--- config.mk ---
export PLATFORM = sky130hd
export DESIGN_NAME = viterbi_burst_channel_flat
export DESIGN_NICKNAME = d
export VERILOG_FILES = /design/src/rtl/viterbi_burst_channel_pkg.sv /design/src/rtl/viterbi_burst_channel_if.sv /design/src/rtl/viterbi_burst_channel_lfsr16.sv /design/src/rtl/viterbi_burst_channel.sv /design/src/flat_wrapper.sv
export SDC_FILE = /design/constraint.sdc
export NUM_CORES = 1
export LEC_CHECK = 0
export ABC_CLOCK_PERIOD_IN_PS = 8300
export BUFFER_PORTS_ARGS = -buffer_cell sky130_fd_sc_hd__buf_2
export CAP_MARGIN = 20
export CORE_UTILIZATION = 30
export CTS_CLUSTER_DIAMETER = 50
export CTS_CLUSTER_SIZE = 10
export DETAILED_ROUTE_END_ITERATION = 7
export GPL_TIMING_DRIVEN = 0
export PLACE_DENSITY = 0.55
export SLEW_MARGIN = 20
export SYNTH_ARGS = -nofsm -noshare
export SYNTH_HDL_FRONTEND = slang
export SYNTH_SLANG_ARGS = --single-unit
--- constraint.sdc ---
create_clock -name clk -period 8.3 [get_ports clk]
set_clock_uncertainty 0.2 [all_clocks]
set_input_delay 0.83 -clock clk [delete_from_list [all_inputs] [get_ports clk]]
set_output_delay 0.83 -clock clk [all_outputs]
set_load 0.005 [all_outputs]
--- src/rtl/viterbi_burst_channel_pkg.sv ---
// Shared types and constants for the burst-error channel model.
// The channel sits between the convolutional encoder and the Viterbi decoder.
package viterbi_chan_pkg;

   typedef enum logic [1:0] {CH_OFF, CH_FIXED, CH_RAND, CH_BER} chan_mode_t;

   localparam logic [15:0] LFSR_POLY    = 16'hB400;
   localparam logic [15:0] DEFAULT_SEED = 16'hACE1;

   function automatic logic [3:0] popcount8(input logic [7:0] v);
      logic [3:0] c;
      c = '0;
      for (int i = 0; i < 8; i++) c = c + {3'b000, v[i]};
      return c;
   endfunction

endpackage

--- src/rtl/viterbi_burst_channel_if.sv ---
// Symbol, configuration and status bundle of the burst-error channel.
// master drives symbols and configuration; slave is the channel itself.
interface viterbi_burst_channel_if #(
   parameter int W     = 2,
   parameter int LOG2P = 5,
   parameter int MAXB  = 8
) ();
   logic                         enable_i;
   logic [W-1:0]                 d_in;
   logic [1:0]                   mode_i;
   logic [W-1:0]                 lane_mask_i;
   logic [$clog2(MAXB+1)-1:0]    burst_len_i;
   logic [LOG2P-1:0]             start_i;
   logic [15:0]                  ber_thr_i;
   logic                         clr_i;
   logic                         valid_o;
   logic [W-1:0]                 d_out;
   logic [W-1:0]                 err_o;
   logic [31:0]                  burst_ct_o;
   logic [31:0]                  bit_err_o;

   modport master (
      output enable_i, d_in, mode_i, lane_mask_i, burst_len_i, start_i, ber_thr_i, clr_i,
      input  valid_o, d_out, err_o, burst_ct_o, bit_err_o
   );

   modport slave (
      input  enable_i, d_in, mode_i, lane_mask_i, burst_len_i, start_i, ber_thr_i, clr_i,
      output valid_o, d_out, err_o, burst_ct_o, bit_err_o
   );
endinterface

--- src/rtl/viterbi_burst_channel_lfsr16.sv ---
// 16-bit Galois LFSR (x^16+x^14+x^13+x^11+1) that steps only when adv is high.
// A zero state is unreachable by shifting, so it is forced back to SEED as a safety net.
module chan_lfsr16
   import viterbi_chan_pkg::*;
#(
   parameter logic [15:0] SEED = DEFAULT_SEED
) (
   input  logic        clk,
   input  logic        rst,
   input  logic        adv,
   output logic [15:0] q
);
   logic [15:0] q_reg;
   logic [15:0] q_next;

   always_comb begin
      q_next = {1'b0, q_reg[15:1]} ^ (q_reg[0] ? LFSR_POLY : 16'h0000);
      if (q_reg == 16'h0000) q_next = SEED;
   end

   always_ff @(posedge clk or negedge rst) begin
      if (!rst) begin
         q_reg <= SEED;
      end else if (adv || (q_reg == 16'h0000)) begin
         q_reg <= q_next;
      end
   end

   assign q = q_reg;
endmodule

--- src/rtl/viterbi_burst_channel.sv ---
// Burst/BER error-injection channel: 1-cycle registered pass-through with lane flips,
// window-aligned configuration and saturating burst / flipped-bit counters.
module viterbi_burst_channel
   import viterbi_chan_pkg::*;
#(
   parameter int          W     = 2,
   parameter int          LOG2P = 5,
   parameter int          MAXB  = 8,
   parameter logic [15:0] SEED  = DEFAULT_SEED
) (
   input logic                    clk,
   input logic                    rst,
   viterbi_burst_channel_if.slave bus
);
   localparam int LW = $clog2(MAXB + 1);
   localparam int PW = LOG2P + 2;
   localparam logic [PW-1:0] P_EXT = PW'(2 ** LOG2P);

   logic [LOG2P-1:0] pos_reg;
   chan_mode_t       mode_reg;
   logic [W-1:0]     mask_reg;
   logic [LW-1:0]    len_reg;
   logic [LOG2P-1:0] start_reg;
   logic [15:0]      thr_reg;
   logic             trig_reg;
   logic [LOG2P-1:0] off_reg;
   logic             valid_reg;
   logic [W-1:0]     dout_reg;
   logic [W-1:0]     err_reg;
   logic [31:0]      burst_ct_reg;
   logic [31:0]      bit_ct_reg;
   logic [15:0]      lfsr_q;

   logic             first;
   chan_mode_t       mode_eff;
   logic [W-1:0]     mask_eff;
   logic [LW-1:0]    len_eff;
   logic [LOG2P-1:0] start_eff;
   logic [15:0]      thr_eff;
   logic [PW-1:0]    raw_off;
   logic [PW-1:0]    live_len;
   logic [LOG2P-1:0] off_new;
   logic             trig_eff;
   logic [LOG2P-1:0] off_eff;
   logic [LOG2P-1:0] bstart;
   logic             burst_on;
   logic             in_burst;
   logic             hit;
   logic             burst_first;
   logic [W-1:0]     flip;
   logic [3:0]       pop;
   logic [32:0]      bit_sum;

   chan_lfsr16 #(.SEED(SEED)) u_lfsr (
      .clk (clk),
      .rst (rst),
      .adv (bus.enable_i),
      .q   (lfsr_q)
   );

   // The pos==0 symbol already uses the live configuration it latches for the window.
   always_comb begin
      first     = (pos_reg == '0);
      mode_eff  = first ? chan_mode_t'(bus.mode_i) : mode_reg;
      mask_eff  = first ? bus.lane_mask_i : mask_reg;
      len_eff   = first ? bus.burst_len_i : len_reg;
      start_eff = first ? bus.start_i : start_reg;
      thr_eff   = first ? bus.ber_thr_i : thr_reg;
      raw_off   = PW'(lfsr_q[LOG2P-1:0]);
      live_len  = PW'(bus.burst_len_i);
      off_new   = ((raw_off + live_len) > P_EXT) ? LOG2P'(P_EXT - live_len) : lfsr_q[LOG2P-1:0];
      trig_eff  = first ? lfsr_q[15] : trig_reg;
      off_eff   = first ? off_new : off_reg;
      bstart    = (mode_eff == CH_RAND) ? off_eff : start_eff;
      burst_on  = (len_eff != '0) &&
                  ((mode_eff == CH_FIXED) || ((mode_eff == CH_RAND) && trig_eff));
      // pos never reaches P, so the end compare truncates bursts at the window edge.
      in_burst  = burst_on && (pos_reg >= bstart) &&
                  (PW'(pos_reg) < (PW'(bstart) + PW'(len_eff)));
      burst_first = bus.enable_i && in_burst && (pos_reg == bstart);
      case (mode_eff)
         CH_FIXED, CH_RAND: hit = in_burst;
         CH_BER:            hit = (lfsr_q < thr_eff);
         default:           hit = 1'b0;
      endcase
      flip    = (bus.enable_i && hit) ? mask_eff : '0;
      pop     = popcount8(8'(flip));
      bit_sum = {1'b0, bit_ct_reg} + 33'(pop);
   end

   always_ff @(posedge clk or negedge rst) begin
      if (!rst) begin
         pos_reg      <= '0;
         mode_reg     <= CH_OFF;
         mask_reg     <= '0;
         len_reg      <= '0;
         start_reg    <= '0;
         thr_reg      <= '0;
         trig_reg     <= 1'b0;
         off_reg      <= '0;
         valid_reg    <= 1'b0;
         dout_reg     <= '0;
         err_reg      <= '0;
         burst_ct_reg <= '0;
         bit_ct_reg   <= '0;
      end else begin
         valid_reg <= bus.enable_i;
         err_reg   <= flip;
         if (bus.enable_i) begin
            dout_reg <= bus.d_in ^ flip;
            pos_reg  <= pos_reg + LOG2P'(1);
            if (first) begin
               mode_reg  <= chan_mode_t'(bus.mode_i);
               mask_reg  <= bus.lane_mask_i;
               len_reg   <= bus.burst_len_i;
               start_reg <= bus.start_i;
               thr_reg   <= bus.ber_thr_i;
               trig_reg  <= lfsr_q[15];
               off_reg   <= off_new;
            end
         end
         if (bus.clr_i) begin
            burst_ct_reg <= '0;
            bit_ct_reg   <= '0;
         end else if (bus.enable_i) begin
            bit_ct_reg <= bit_sum[32] ? 32'hFFFF_FFFF : bit_sum[31:0];
            if (burst_first && (burst_ct_reg != 32'hFFFF_FFFF))
               burst_ct_reg <= burst_ct_reg + 32'd1;
         end
      end
   end

   assign bus.valid_o    = valid_reg;
   assign bus.d_out      = dout_reg;
   assign bus.err_o      = err_reg;
   assign bus.burst_ct_o = burst_ct_reg;
   assign bus.bit_err_o  = bit_ct_reg;
endmodule

--- src/flat_wrapper.sv ---
// flat-port wrapper written by rule: the top's interface ports become plain ports
module viterbi_burst_channel_flat import viterbi_chan_pkg::*;
#(
   parameter int          W     = 2,
   parameter int          LOG2P = 5,
   parameter int          MAXB  = 8,
   parameter logic [15:0] SEED  = DEFAULT_SEED
)
  (clk, rst, bus_enable_i, bus_d_in, bus_mode_i, bus_lane_mask_i, bus_burst_len_i, bus_start_i, bus_ber_thr_i, bus_clr_i, bus_valid_o, bus_d_out, bus_err_o, bus_burst_ct_o, bus_bit_err_o);
  viterbi_burst_channel_if #(.W(W), .LOG2P(LOG2P), .MAXB(MAXB)) bus_i ();
  input logic clk;
  input logic rst;
  input wire logic [$bits(bus_i.enable_i)-1:0] bus_enable_i;
  input wire logic [$bits(bus_i.d_in)-1:0] bus_d_in;
  input wire logic [$bits(bus_i.mode_i)-1:0] bus_mode_i;
  input wire logic [$bits(bus_i.lane_mask_i)-1:0] bus_lane_mask_i;
  input wire logic [$bits(bus_i.burst_len_i)-1:0] bus_burst_len_i;
  input wire logic [$bits(bus_i.start_i)-1:0] bus_start_i;
  input wire logic [$bits(bus_i.ber_thr_i)-1:0] bus_ber_thr_i;
  input wire logic [$bits(bus_i.clr_i)-1:0] bus_clr_i;
  output wire logic [$bits(bus_i.valid_o)-1:0] bus_valid_o;
  output wire logic [$bits(bus_i.d_out)-1:0] bus_d_out;
  output wire logic [$bits(bus_i.err_o)-1:0] bus_err_o;
  output wire logic [$bits(bus_i.burst_ct_o)-1:0] bus_burst_ct_o;
  output wire logic [$bits(bus_i.bit_err_o)-1:0] bus_bit_err_o;
  assign bus_i.enable_i = bus_enable_i;
  assign bus_i.d_in = bus_d_in;
  assign bus_i.mode_i = bus_mode_i;
  assign bus_i.lane_mask_i = bus_lane_mask_i;
  assign bus_i.burst_len_i = bus_burst_len_i;
  assign bus_i.start_i = bus_start_i;
  assign bus_i.ber_thr_i = bus_ber_thr_i;
  assign bus_i.clr_i = bus_clr_i;
  assign bus_valid_o = bus_i.valid_o;
  assign bus_d_out = bus_i.d_out;
  assign bus_err_o = bus_i.err_o;
  assign bus_burst_ct_o = bus_i.burst_ct_o;
  assign bus_bit_err_o = bus_i.bit_err_o;
  viterbi_burst_channel #(.W(W), .LOG2P(LOG2P), .MAXB(MAXB), .SEED(SEED)) u_core (.clk(clk), .rst(rst), .bus(bus_i));
endmodule
==> results of run 1 <==
synth_stat cells (all sizes together) (8+ instances only):
| master | number |
|---|---|
| dfrtp | 117 |
| nor2 | 95 |
| nand2 | 73 |
| a21oi | 62 |
| ha | 43 |
| nand3 | 37 |
| mux2i | 29 |
| xor2 | 28 |
| nand4 | 27 |
| inv | 26 |
| clkbuf | 25 |
| o21ai | 24 |
| mux2 | 20 |
| and3 | 19 |
| nor3 | 19 |
| a211oi | 13 |
| a21o | 12 |
| buf | 12 |
| xnor2 | 12 |
| a31oi | 8 |
| dfstp | 8 |
power by group:
part	switching (mW)	leakage (nW)	total [mW]	internal, mW
clock network	0.280	0.264	0.703	0.423
registers	0.129	1.57	0.889	0.760
logic	0.756	2.20	1.29	0.532
total	1.17	4.04	2.88	1.72
cell families after synthesis:
group	Yosys count	share of synthesized area (%)
compound gates	148	12.6
xor+xnor	40	4.75
fa+ha+maj	46	8.10
buf+inv	63	3.44
flops	125	42.5
mux	50	7.29
simple gates	319	21.3
layer usage:
| metal | global-route usage, % | share of wire (%) | routed length, um | vias to the layer above |
|---|---|---|---|---|
| met1 | 22.8 | 48 | 9780 | 2980 |
| met3 | 3.24 | 3.2 | 656 | 18 |
| li1 | - | - | - | 3073 |
| met5 | 0 | 0 | 0 | - |
| met2 | 26.7 | 47 | 9630 | 97 |
| met4 | 4.81 | 1.0 | 212 | 0 |
cell type report:
type	count	area (um2)	area share [%]
buffer	36	153	1.71
inverter	26	97.6	1.09
sequential	125	3140	35.2
tap	324	405	4.54
clock buffer	20	457	5.12
clock inverter	11	93.8	1.05
timing repair buffer	103	548	6.14
multi-input combinational	603	4030	45.2
path summary, 6_finish.rpt:
path	from	endpoint	slack (ns)
setup / recovery	u_core.pos_reg[0]	u_core.bus.bit_err_o[31]	0.63
hold / removal	rst	u_core.thr_reg[8]	0.10
setup reg to reg	u_core.pos_reg[0]	u_core.bus.bit_err_o[31]	0.63
hold reg to reg	u_core.off_reg[1]	u_core.off_reg[1]	0.29
max in group asynchronous	rst	u_core.u_lfsr.q[15]	7.05
min in group clk	u_core.off_reg[1]	u_core.off_reg[1]	0.29
metrics by stage:
stage / worst slack [ns] / power, mW / cell area, um2
3_5_place_dp: -0.0641 / 2.17 / 8340
6_report: 0.631 / 2.88 / 8920
5_1_grt: 0.0377 / 3.12 / 8920
4_1_cts: 0.0833 / 2.89 / 8900
2_1_floorplan: 1.38 / 1.80 / 7380
3_3_place_gp: -0.0181 / 2.15 / 8300
timing repair:
item	in CTS	in global routing
hold endpoints to repair	0	0
endpoints found under the setup margin	2	29
resized for setup	2	7
==> reports/qor.yml, run 1 <==
setup_viol: 0
crit_cells: 32
dp_hpwl_mm: 14.9
cp.required_ns: 8.43
fp.dieH_um: 159
via_count: 6168
path_common_cell: "ha_1"
die_x_um: 159
htreeDepth: 4
worstSetupEndpointType: "flop"
cts.path.max_buffers: 2
finalNetCount: 993
io_pins: 104
worstMarginPinSlew_ns: 0.774
cts_inserted_buffers: 17
clock.fmax_mhz: 130
ys_types: 64
numPortBuffers: 102
cp_max_fo: 11
place.gp.congestion: 0.832
hold_violations: 0
setup_tns_ns: 0
cpMaxStageDelayCell: "mux4_2"
first_pass_iters: 5
p_leak_nw: 4.04
ctsHoldBuffers: 0
grt_use_total_pct: 16.7
rsz0062_at_grt: "no"
worstRegToRegCells: 32
drive_gt1_share_pct: 20.6
synth.top_cell.area_share_pct: 39.7
fin_crit_sh_pct: 92.4
hold_class: "in2async"
numClockSinks: 125
vias_per_cell: 4.94
yosys_warnings: 0
final_cell_mix: "dfrtp_1, buf_2, nor2_1"
cts_root_buf: "clkbuf_16"
syn_avg_cell_area_um2: 9.33
rows: 57
synth_seq_area_share_pct: 42.5
ys_seq_elements: 125
cp-start-kind: "flop"
place_inst: 1218
synth_nets: 872
wl_per_cell_um: 16.3
grt_max_degree: 76
ant_nets: 0
wl_mm: 20.3
drv_cap: 0
drv_slew: 0
syn_inst: 791
crit_family: "adder cells"
powerDensity_mw_per_mm2: 323
diodes: 0
drc: 0
mostFrequentLayoutCell: "dfrtp_1"
start_util_pct: 30.4
cts_tree: "yes"
synth_ff_type: "dfrtp_1"
grt_pass1_wl_mm: 33.3
synth_edf_count: 0
insertion_delay_ns: 0.43
crit_arrival_ns: 7.79
yosys.area.top_type: "dfrtp_1"
worst-setup-path-type: "reg2reg"
synth_area_leaders: "dfrtp_1, ha_1, nor2_1, a21oi_1, mux2i_1"
fin_util_pct: 36.8
fill_cells: 2468
status: "finished, final reports clean"
critPathBufInv: 6
cts_setup_buffers: 0
coreArea_mm2: 0.0242
first_iter_violations: 275
min_period_ns: 7.67
ir_drop_mv: 0.159
synthArstFlopShare_pct: 100
synthToLayoutAreaGrowth_pct: 20.9
overflow: 0
antenna_found_initial: 0
slew_headroom_pct: 48.4
grt_pass1_vias: 6085
die-area_mm2: 0.0252
fin_hold_ws_ns: 0.104
synth_area_mm2: 0.00738
cp_slowest_stage_delay_ns: 0.48
final_cells: 1248
clkTransAtPathRegs_ns: 0.06
Note: power is estimated with default switching activity, not from simulation.
==> run 2: changes to the inputs <==
ABC_CLOCK_PERIOD_IN_PS = 6900   (was 8300)
PLACE_DENSITY = 0.57   (was 0.55)
clock period = 6.9 ns   (was 8.3 ns; I/O delays follow)
==> run 2 against run 1 <==
  * Register-to-register slack got worse by 0.39 ns
  * Worst hold slack improved by 0.087 ns
  * Worst setup slack got worse by 0.39 ns
  * Sequential share of layout area fell by 1.9 points
  * Critical path type unchanged
  * Largest power group unchanged
  * Routed wire length rose by 2.8%
  * Flip-flop and latch count did not move
==> reports/qor.yml, run 2 (same netlist as run 1, synthesis figures left out) <==
cts_inserted_buffers: 17  # unchanged
place.gp.congestion: 0.835  # +0.38%
path_common_cell: "ha_4"
ir_drop_mv: 0.173  # +9.0%
wl_mm: 20.9  # +2.8%
hold_violations: 0  # unchanged
worstSetupEndpointType: "flop"
min_to: "u_core.bus.valid_o"
first_iter_violations: 368  # +34%
overflow: 0  # unchanged
holdPathStages: 1
cp_max_fo: 11  # unchanged
hold_class: "in2reg"
placed_area_mm2: 0.00834  # unchanged
final_cell_mix: "dfrtp_1, buf_2, nor2_1"
setup_viol: 0  # unchanged
rows: 57  # unchanged
worstRegToRegCells: 33  # +3.1%
first_pass_iters: 6  # +1
cp.required_ns: 6.99  # -1.44 ns
finalNetCount: 1022  # +2.9%
cts.path.max_buffers: 2  # unchanged
fin_util_pct: 39.0  # +2.2 points
htreeDepth: 4  # unchanged
clkTransAtPathRegs_ns: 0.06  # about the same
rsz0062_at_grt: "yes"
p_leak_nw: 4.25  # +5.4%
wl_per_cell_um: 16.3  # +0.40%
die_x_um: 159  # unchanged
fp.dieH_um: 159  # unchanged
grt_max_degree: 73  # -3.9%
insertion_delay_ns: 0.42  # about the same
vias_per_cell: 5.02  # +1.6%
cts_tree: "yes"
drv_slew: 0  # unchanged
mostFrequentLayoutCell: "dfrtp_1"
ant_nets: 0  # unchanged
fin_hold_ws_ns: 0.191  # +0.0869 ns
critPathBufInv: 6  # unchanged
grt_pass1_wl_mm: 33.6  # +1.1%
fin_area_mm2: 0.00945  # +5.9%
numClockSinks: 125  # unchanged
worst_slack_ns: 0.242  # -0.389 ns
post-place-ws_ns: -1.41  # -1.34 ns
via_count: 6416  # +4.0%
start_util_pct: 30.4  # unchanged
synthToLayoutAreaGrowth_pct: 27.9
crit_arrival_ns: 6.75  # -1.04 ns
r2r_start: "u_core.pos_reg[1]"
coreArea_mm2: 0.0242  # unchanged
crit_family: "adder cells"
grt_pass1_vias: 6209  # +2.0%
drv_cap: 0  # unchanged
worstMarginPinSlew_ns: 0.853  # +0.0796 ns
place_inst: 1218  # unchanged
drc: 0  # unchanged
die-area_mm2: 0.0252  # unchanged
final_cells: 1278  # +2.4%
fin_crit_sh_pct: 96.5  # +4.1 points
antenna_found_initial: 0  # unchanged
total_power_mw: 3.78  # +31%
cts_root_buf: "clkbuf_16"
cpMaxStageDelayCell: "mux4_2"
diodes: 0  # unchanged
setup_tns_ns: 0  # unchanged
powerDensity_mw_per_mm2: 401  # +24%
cp-start-kind: "flop"
slew_headroom_pct: 43.1  # -5.3 points
dp_hpwl_mm: 14.8  # -0.45%
grt_use_total_pct: 16.9  # +0.18 points
status: "finished, final reports clean"
io_pins: 104  # unchanged
drive_gt1_share_pct: 26.8  # +6.3 points
numPortBuffers: 102  # unchanged
cp_slowest_stage_delay_ns: 0.56  # +0.08 ns
clock.fmax_mhz: 150  # +15%
min_period_ns: 6.66  # -1.01 ns
worst-r2r-setup-slack_ns: 0.24  # -0.39 ns
worst-setup-path-type: "reg2reg"
r2r_end: "u_core.bus.bit_err_o[30]"
holdCritStartpoint: "bus_enable_i"
-- run 2: cell count changes in the layout (fill, tap and decap cells not counted), moves of 4 or more --
cell    previous run  this run
inv_1             26        22
buf_4              1        29
ha_4               0         5
nor2_2             4         0
inv_2              0         4
nor2_4             0         6
ha_1              42        38
-- run 2: metal layers --
layer	vias to the layer above	share of wire (%)	global-route usage [%]
met5	-	0	0
met4	0	1.5	5.51
met3	17	4.0	3.50
met2	140	49	27.8
met1	3124	46	22.0
li1	3135	-	-
-- run 2: repair_timing --
action / 4_1_cts / 5_1_grt
hold buffers: 1 / 0
setup buffers: 11 / 17
pin swaps: 8 / 27
resized for setup: 22 / 50
endpoints found under the setup margin: 32 / 32
endpoints found under the hold margin: 5 / 0
-- run 2: worst max path at each step --
stage	start	end	slack, ns	cells past startpoint
after global routing	u_core.u_lfsr.q[0]	u_core.bus.bit_err_o[30]	-0.11	33
after floorplan	bus_burst_len_i[0]	u_core.bus.bit_err_o[29]	0.12	33
final	u_core.pos_reg[1]	u_core.bus.bit_err_o[30]	0.24	33
after global placement	u_core.pos_reg[0]	u_core.bus.bit_err_o[11]	-1.36	33
after CTS	u_core.pos_reg[0]	u_core.bus.bit_err_o[31]	0.008	33
after detailed placement	u_core.pos_reg[0]	u_core.bus.bit_err_o[21]	-1.41	33
-- run 2: layout make-up --
class | count | area (um2)
well taps | 324 | 405
flip-flops and latches | 125 | 3140
plain buffers | 36 | 160
clock buffers | 19 | 443
fillers | 2476 | 14800
repair buffers | 132 | 768
inverters | 26 | 97.6
clock inverters | 13 | 165
multi-input cells | 603 | 4270
-- run 2: power breakdown --
group	total, mW	switching (mW)	internal [mW]	leakage, nW
Combinational	1.78	1.01	0.775	2.40
Clock	0.924	0.345	0.578	0.286
Sequential	1.08	0.163	0.915	1.57
Total	3.78	1.52	2.27	4.25
